[config.mk]
export PLATFORM = sky130hd
export DESIGN_NAME = cu_phase_sequencer
export DESIGN_NICKNAME = d
export VERILOG_FILES = /design/src/rtl/cu_phase_sequencer_pkg.sv /design/src/rtl/cu_phase_sequencer_wait_timer.sv /design/src/rtl/cu_phase_sequencer.sv
export SDC_FILE = /design/constraint.sdc
export NUM_CORES = 1
export LEC_CHECK = 0
export ABC_AREA = 1
export ABC_CLOCK_PERIOD_IN_PS = 3830
export CAP_MARGIN = 20
export CORE_UTILIZATION = 54
export DETAILED_ROUTE_END_ITERATION = 6
export PLACE_DENSITY_LB_ADDON = 0.1
export SYNTH_ARGS = -nofsm -noshare
export SYNTH_HDL_FRONTEND = slang
export SYNTH_HIERARCHICAL = 1
export SYNTH_SLANG_ARGS = --single-unit
[constraint.sdc]
create_clock -name clk -period 3.83 [get_ports clk]
set_input_delay 0.383 -clock clk [delete_from_list [all_inputs] [get_ports clk]]
set_output_delay 0.383 -clock clk [all_outputs]
set_load 0.01 [all_outputs]
[src/rtl/cu_phase_sequencer_pkg.sv]
// Shared types and encodings for the multicycle control-unit phase sequencer.
// The state enum is shared by the sequencer and its bench-visible decode helpers.
package cu_pkg;

   typedef enum logic [3:0] {
      ST_IDLE,
      ST_IF,
      ST_ID,
      ST_ALU,
      ST_MEM,
      ST_MEM_WAIT,
      ST_RB_BR,
      ST_INT,
      ST_HALT
   } state_t;

   localparam logic [2:0] BR_HALT  = 3'b000;
   localparam logic [1:0] MEM_NONE = 2'b00;

   function automatic logic is_busy(input state_t s);
      return !(s == ST_IDLE || s == ST_HALT);
   endfunction

endpackage

[src/rtl/cu_phase_sequencer_wait_timer.sv]
// Memory-wait cycle counter: cleared before MEM_WAIT, counts each waiting cycle,
// and flags the cycle whose closing edge completes MEM_TIMEOUT waits.
module cu_wait_timer #(
   parameter int MEM_TIMEOUT = 15
) (
   input  logic clk,
   input  logic rst_n,
   input  logic clear,
   input  logic enable,
   output logic expired
);

   localparam int CW = $clog2(MEM_TIMEOUT + 1);
   localparam logic [CW-1:0] LAST = CW'(MEM_TIMEOUT - 1);

   logic [CW-1:0] cnt_q, cnt_d;

   always_comb begin
      cnt_d = cnt_q;
      if (clear)
         cnt_d = '0;
      else if (enable)
         cnt_d = cnt_q + 1'b1;
   end

   // The count after this cycle would reach MEM_TIMEOUT, so this edge is the timeout.
   assign expired = enable && !clear && (cnt_q == LAST);

   always_ff @(posedge clk or negedge rst_n) begin
      if (!rst_n)
         cnt_q <= '0;
      else
         cnt_q <= cnt_d;
   end

endmodule

[src/rtl/cu_phase_sequencer.sv]
// Phase-strobe sequencer for the multicycle control unit: IF/ID/ALU/MEM/RB_BR strobes,
// memory-wait stalls with timeout, halt and interrupt service.
module cu_phase_sequencer
   import cu_pkg::*;
#(
   parameter int MEM_TIMEOUT = 15,
   parameter int ICNT_W      = 16
) (
   input  logic              clk,
   input  logic              rst_n,
   input  logic              start,
   input  logic [2:0]        branch_opcode,
   input  logic              interrupt,
   input  logic [1:0]        mem_read,
   input  logic [1:0]        mem_write,
   input  logic              mem_ready,
   input  logic              int_ack,
   output logic              IF_clk,
   output logic              ID_clk,
   output logic              ALU_clk,
   output logic              MEM_clk,
   output logic              RB_BR_clk,
   output logic              int_req,
   output logic              halted,
   output logic              mem_err,
   output logic              busy,
   output logic [ICNT_W-1:0] instr_count
);

   state_t            state_q, state_d;
   logic              if_q, id_q, alu_q, mem_q, rb_q;
   logic              if_d, id_d, alu_d, mem_d, rb_d;
   logic              int_req_q, int_req_d;
   logic              halted_q, halted_d;
   logic              mem_err_q, mem_err_d;
   logic              busy_q, busy_d;
   logic [ICNT_W-1:0] icnt_q, icnt_d;
   logic              tmr_clear, tmr_en, tmr_expired;

   cu_wait_timer #(
      .MEM_TIMEOUT(MEM_TIMEOUT)
   ) u_wait_timer (
      .clk    (clk),
      .rst_n  (rst_n),
      .clear  (tmr_clear),
      .enable (tmr_en),
      .expired(tmr_expired)
   );

   always_comb begin
      state_d   = state_q;
      mem_err_d = mem_err_q;
      icnt_d    = icnt_q;
      tmr_clear = 1'b0;
      tmr_en    = 1'b0;
      case (state_q)
         ST_IDLE:  if (start) state_d = ST_IF;
         ST_IF:    state_d = ST_ID;
         ST_ID:    state_d = ST_ALU;
         ST_ALU:   state_d = ST_MEM;
         ST_MEM: begin
            tmr_clear = 1'b1;
            if (mem_read != MEM_NONE || mem_write != MEM_NONE)
               state_d = ST_MEM_WAIT;
            else
               state_d = ST_RB_BR;
         end
         ST_MEM_WAIT: begin
            tmr_en = 1'b1;
            if (mem_ready) begin
               state_d = ST_RB_BR;
            end else if (tmr_expired) begin
               state_d   = ST_HALT;
               mem_err_d = 1'b1;
            end
         end
         ST_RB_BR: begin
            icnt_d = icnt_q + 1'b1;
            if (branch_opcode == BR_HALT)
               state_d = ST_HALT;
            else if (interrupt)
               state_d = ST_INT;
            else
               state_d = ST_IF;
         end
         ST_INT:   if (int_ack) state_d = ST_IF;
         ST_HALT: begin
            if (start) begin
               state_d   = ST_IF;
               mem_err_d = 1'b0;
            end
         end
         default:  state_d = ST_IDLE;
      endcase

      // Outputs are decoded from the next state so they register alongside it.
      if_d      = (state_d == ST_IF);
      id_d      = (state_d == ST_ID);
      alu_d     = (state_d == ST_ALU);
      mem_d     = (state_d == ST_MEM);
      rb_d      = (state_d == ST_RB_BR);
      int_req_d = (state_d == ST_INT);
      halted_d  = (state_d == ST_HALT);
      busy_d    = is_busy(state_d);
   end

   always_ff @(posedge clk or negedge rst_n) begin
      if (!rst_n) begin
         state_q   <= ST_IDLE;
         if_q      <= 1'b0;
         id_q      <= 1'b0;
         alu_q     <= 1'b0;
         mem_q     <= 1'b0;
         rb_q      <= 1'b0;
         int_req_q <= 1'b0;
         halted_q  <= 1'b0;
         mem_err_q <= 1'b0;
         busy_q    <= 1'b0;
         icnt_q    <= '0;
      end else begin
         state_q   <= state_d;
         if_q      <= if_d;
         id_q      <= id_d;
         alu_q     <= alu_d;
         mem_q     <= mem_d;
         rb_q      <= rb_d;
         int_req_q <= int_req_d;
         halted_q  <= halted_d;
         mem_err_q <= mem_err_d;
         busy_q    <= busy_d;
         icnt_q    <= icnt_d;
      end
   end

   assign IF_clk      = if_q;
   assign ID_clk      = id_q;
   assign ALU_clk     = alu_q;
   assign MEM_clk     = mem_q;
   assign RB_BR_clk   = rb_q;
   assign int_req     = int_req_q;
   assign halted      = halted_q;
   assign mem_err     = mem_err_q;
   assign busy        = busy_q;
   assign instr_count = icnt_q;

endmodule

==> run metrics, run 1 <==
crit-path cells inv_2 -> nand2_1 -> nor2_1 -> nand2_1 -> nor2_1 -> o21ai_0 -> nor3_1 -> nor2_1 -> nand2_1 -> nor2_1; maximum vdd ir drop 0.0003613 V; Die ar. 3464 sq um; share of layout cells above drive strength 1 roughly a tenth; Post-route DRC 0; min cycle time layout approximately 2.1 ns; Final Hold Viols 0; sequential fraction of the synthesis area a little under half; MaxCap Viol Count 0; Die Wd 58.86 um; worst hold slack 0.4291 ns; Worst EP required roughly 4.1 ns; fin cells 317; largest net degree at the start of global routing 34; worst-path fanout max 7; vias per inst between 4 and 5; # setup viols final 0; chip height 58.86 um; Async SR Flop Fraction 100.0%; Root Buffer clkbuf_4; DR WL/cell ~11 um; cell mode on critical path nor2_1; period utilization 55.09%; Buffers on Ports 37; WL final 3548 um; detailed placer's ending HPWL ~2700 um; GRT Residual Overflow 0; core area 3053 sq um; IO Pins 38; Worst slew margin 65.27%; # rows 20; area delta synth->final 29.25%; Worst-path clk slew around 0.11 ns; WP data arrival 2.35 ns; ranking of synthesized cells by area dfrtp_1 (47%), nand2_1 (14%), nor2_1 (7.7%); clk_lat worst skew 0.35 ns; Netlist cell types 21; Final Max Tran Viols 0; Worst Setup Path Type flop to flop; GPL Wtd Cong about 0.95; vias in the first global route 1457; Pre-Repair DR Iteration Count 4; placed insts 309; CTS Hold Bufs 0; EDFF count, synth 0; Cell Area, Synth ~1700 sq um; status completed; via count 1545; Critical Path Max Stage Delay around 0.47 ns; initial core utilization 57.17%; post_cts resized 0; post-CTS setup buffer count 0; total track usage 23.20%; Total Neg Setup Slack 0 ns; H-tree depth 2; top cell type's share of synthesized area 47.31%; Fmax 474.0 MHz; Hold WC Path Type input port to asynchronous set/reset pin; Nets 288; Sink Count 33; Leak 1.080 nW; Finished Core Util 73.89%; RSZ-0062 raised after global routing false; max FFs per register 16; power density cells 560.2 nW/um^2; initial antenna violation count 0; buffer levels on the longest clock path 2; DRT iter0 DRCs 73; endpoint type of the worst setup path flop; gate count after technology mapping around 230; Synth Register Bits 33; Worst-Margin Slew 0.5203 ns; CTS tree yes; Synth Flop Type dfrtp_1; Slowest-stage cell, CP dfrtp_1; Inserted Clock Buffers 5; largest area contributor in the synthesized netlist dfrtp_1; first-pass GRT wire length 5906 um; syn avg cell area 7.655 sq um; synthesized net count 244; remaining antenna violation count after routing 0; Ys Warns 6; top-count cell post-synth nand2_1; Setup Skew 0.01275 ns; Worst setup SP type flop; Commonest cells post-synth nand2_1 (67), nor2_1 (36), dfrtp_1 (33); n_diodes 0
## cell usage in the layout (no fill, tap or decap), drive strengths merged
| cell | netlist | final |
|---|---|---|
| a21oi | 2 | 2 |
| buf | 1 | 1 |
| bufinv | 0 | 1 |
| clkbuf | 0 | 7 |
| clkdlybuf4s50 | 0 | 37 |
| dfrtp | 33 | 33 |
| ha | 3 | 3 |
| inv | 27 | 27 |
| nand2 | 71 | 71 |
| nand3 | 15 | 15 |
| nand3b | 1 | 1 |
| nand4 | 4 | 4 |
| nor2 | 44 | 44 |
| nor3 | 6 | 6 |
| o211ai | 1 | 1 |
| o21ai | 9 | 9 |
| xnor2 | 4 | 4 |
| xor2 | 7 | 7 |
## layout make-up
class | instances | area [sq um]
Inverter | 27 | 101.3
Sequential cell | 33 | 825.8
Clock buffer | 7 | 55.05
Fill cell | 249 | 797.0
Multi-Input combinational cell | 167 | 810.8
Tap cell | 44 | 55.05
Timing Repair Buffer | 38 | 377.9
Clock inverter | 1 | 30.03
## metrics by stage
step           power (mW)  area [sq um]  setup slack [ns]
5_1_grt             1.352          2256             1.496
6_report            1.264          2256             1.720
3_3_place_gp       0.9855          2171             1.903
4_1_cts             1.271          2256             1.789
3_5_place_dp       0.9920          2171             1.822
2_1_floorplan      0.7982          1745             2.075
## critical path: cells and delay by family, from the launching register on
kind | cells | cell delay, ns
AO/OA/AOI/OAI | 1 | 0.11
flip-flops | 1 | 0.47
AND/OR/NAND/NOR | 8 | 1.35
buffers and inverters | 1 | 0.09
## metal layers
metal,track usage [%],part of all wire (%)
met1,27.05,45
met2,37.99,48
met3,4.835,4.3
met4,16.33,3.1
met5,0,0
## power breakdown
group	switching [mW]	total [mW]	internal (mW)
Combinational	0.284	0.489	0.205
Clock	0.123	0.279	0.156
Sequential	0.0689	0.496	0.427
## path summary, 6_finish.rpt
| path | to | depth (start not counted) | slack (ns) | from |
|---|---|---|---|---|
| setup / recovery | IF_clk | 10 | 1.72 | state_q[1] |
| hold reg to reg | mem_err | 2 | 0.48 | mem_err |
| min in group clk | mem_err | 2 | 0.48 | mem_err |
| setup reg to reg | IF_clk | 10 | 1.72 | state_q[1] |
| max in group asynchronous | state_q[3] | 2 | 3.10 | rst_n |
| hold / removal | instr_count[15] | 2 | 0.43 | rst_n |
## logic make-up after synthesis
logic type / Yosys count / synth area share, %
simple gates: 141 / 35.20
flops: 33 / 47.31
buf+inv: 28 / 6.237
compound gates: 12 / 3.584
xor+xnor: 11 / 5.520
fa+ha+maj: 3 / 2.151
Note: power is estimated with default switching activity, not from simulation.
==> run 2, diff against run 1 <==
Settings changed: ABC_CLOCK_PERIOD_IN_PS 3830 to 2000, CORE_UTILIZATION 54 to 50.
Clock period 3.83 ns to 2 ns, I/O delays scaled along.
==> run metrics, run 2 (synthesized netlist as in run 1, its figures left out) <==
Final Hold Viols 0 (unchanged); total track usage 21.95% (-1.2 points); chip height 61.09 um (+3.8%); Total Neg Setup Slack 0 ns (unchanged); Worst slew margin 72.46% (+7.2 points); vias in the first global route 1421 (-2.5%); Hold WC Path Type input port to asynchronous set/reset pin; CTS tree yes; post_cts resized 0 (unchanged); worst reg2reg setup slack 0.26 ns (-1.47 ns); worst-path fanout max 4 (-3); vias per inst 4.888 (+0.29%); share of layout cells above drive strength 1 10.91% (+1.0 points); core area 3337 sq um (+9.3%); remaining antenna violation count after routing 0 (unchanged); # setup viols final 0 (unchanged); buffer levels on the longest clock path 2 (unchanged); WL final 3564 um (+0.45%); Critical Path Max Stage Delay 0.42 ns (-0.05 ns); Nets 290 (+0.69%); Root Buffer clkbuf_4; Setup Skew 0.01027 ns (-0.002480 ns); Worst setup SP type flop; Worst-Margin Slew 0.4131 ns (-0.1073 ns); H-tree depth 2 (unchanged); RR Startpoint state_q[3]; Fmax 573.1 MHz (+21%); min cycle time layout 1.745 ns (-0.3650 ns); most frequent cells in the layout nand2_1 (67), clkdlybuf4s50_1 (37), nor2_1 (35); Pre-Repair DR Iteration Count 4 (unchanged); endpoint type of the worst setup path flop; Worst EP required 2.23 ns (-1.84 ns); Die Wd 61.09 um (+3.8%); Worst Setup Path Type flop to flop; Final Max Tran Viols 0 (unchanged); area delta synth->final 28.46%; IO Pins 38 (unchanged); status completed; initial antenna violation count 0 (unchanged); largest net degree at the start of global routing 34 (unchanged); leading cell type in the layout, fill and taps excluded nand2_1; Slowest-stage cell, CP dfrtp_1; Leak 1.070 nW (-0.99%); DRT iter0 DRCs 57 (-22%); Worst-path clk slew 0.10 ns (about the same); Die ar. 3731 sq um (+7.7%); post-CTS setup buffer count 0 (unchanged); n_diodes 0 (unchanged); reg2reg path depth 11 (+1); power density cells 1016 nW/um^2 (+81%); via count 1569 (+1.6%); R2R Path End IF_clk; Buffers on Ports 37 (unchanged); Post-route DRC 0 (unchanged); initial core utilization 52.31% (-4.9 points); crit-path cells inv_2 -> nand2_2 -> nor2_2 -> inv_1 -> nand2_1 -> nor2_1 -> o21ai_0 -> nor3_1 -> nor2_1 -> nand2_1 -> nor2_1; RSZ-0062 raised after global routing false; Sink Count 33 (unchanged); CTS Hold Bufs 0 (unchanged); Inserted Clock Buffers 5 (unchanged); GPL Wtd Cong 0.8661 (-8.9%); detailed placer's ending HPWL 2719 um (+2.5%); maximum vdd ir drop 0.0005723 V (+58%); WP data arrival 1.98 ns (-0.37 ns); first-pass GRT wire length 5858 um (-0.81%); max FFs per register 16 (unchanged); period utilization 87.25% (+32 points); # rows 21 (+5.0%); GRT Residual Overflow 0 (unchanged); DR WL/cell 11.10 um (-0.80%); MaxCap Viol Count 0 (unchanged); cell mode on critical path nor2_1; clk_lat worst skew 0.34 ns (about the same); post-layout power 2.278 mW (+80%)
run 2: how the worst max path moves through the flow:
stage	depth (start not counted)	slack, ns	start	end
floorplan	10	0.25	state_q[1]	IF_clk
global placement	11	0.24	state_q[0]	mem_err
detailed placement	11	0.21	state_q[0]	mem_err
CTS	11	0.19	state_q[0]	IF_clk
global route	11	0.003	state_q[3]	IF_clk
finish	11	0.26	state_q[3]	IF_clk
run 2: through the flow:
stage          hold slack (ns)  cells  setup WS, ns  instance area, sq um  util [%]
2_1_floorplan         -0.09559    228        0.2451                  1745         -
3_3_place_gp            0.4651    313        0.2373                  2188     65.58
3_5_place_dp            0.4645    313        0.2092                  2188     65.58
4_1_cts                 0.2502    321        0.1879                  2237     67.04
5_1_grt                 0.3025    321      0.003022                  2242     67.19
6_report                0.2452    321        0.2551                  2242     67.19
run 2: where the power goes:
part / switching, mW / internal, mW
logic: 0.557 / 0.405
registers: 0.136 / 0.822
clock network: 0.217 / 0.140
run 2: layout make-up:
class                      count  area [sq um]
sequential                    33         828.3
clock buffer                   8         48.80
inverter                      27         101.3
fill                         308          1095
multi-input combinational    167         813.3
tap                           46         57.56
timing repair buffer          40         392.9
run 2: metal layers:
| metal | vias up | global-route usage, % | wire length, um |
|---|---|---|---|
| li1 | 797 | - | - |
| met1 | 726 | 25.53 | 1506 |
| met2 | 37 | 37.58 | 1820 |
| met3 | 9 | 5.672 | 142 |
| met4 | 0 | 10.71 | 95 |
| met5 | - | 0 | 0 |
run 2: worst max-delay path, delay by kind of cell, from the launching register on:
kind,cells,cell delay [ns]
simple gates,8,0.95
buf+inv,2,0.18
flops,1,0.42
compound gates,1,0.09
==> run 3, diff against run 2 <==
Settings changed: CTS_CLUSTER_DIAMETER set to 40.
==> results of run 3 <==
No change in the layout: final DEF, timing and power equal those of run 2.
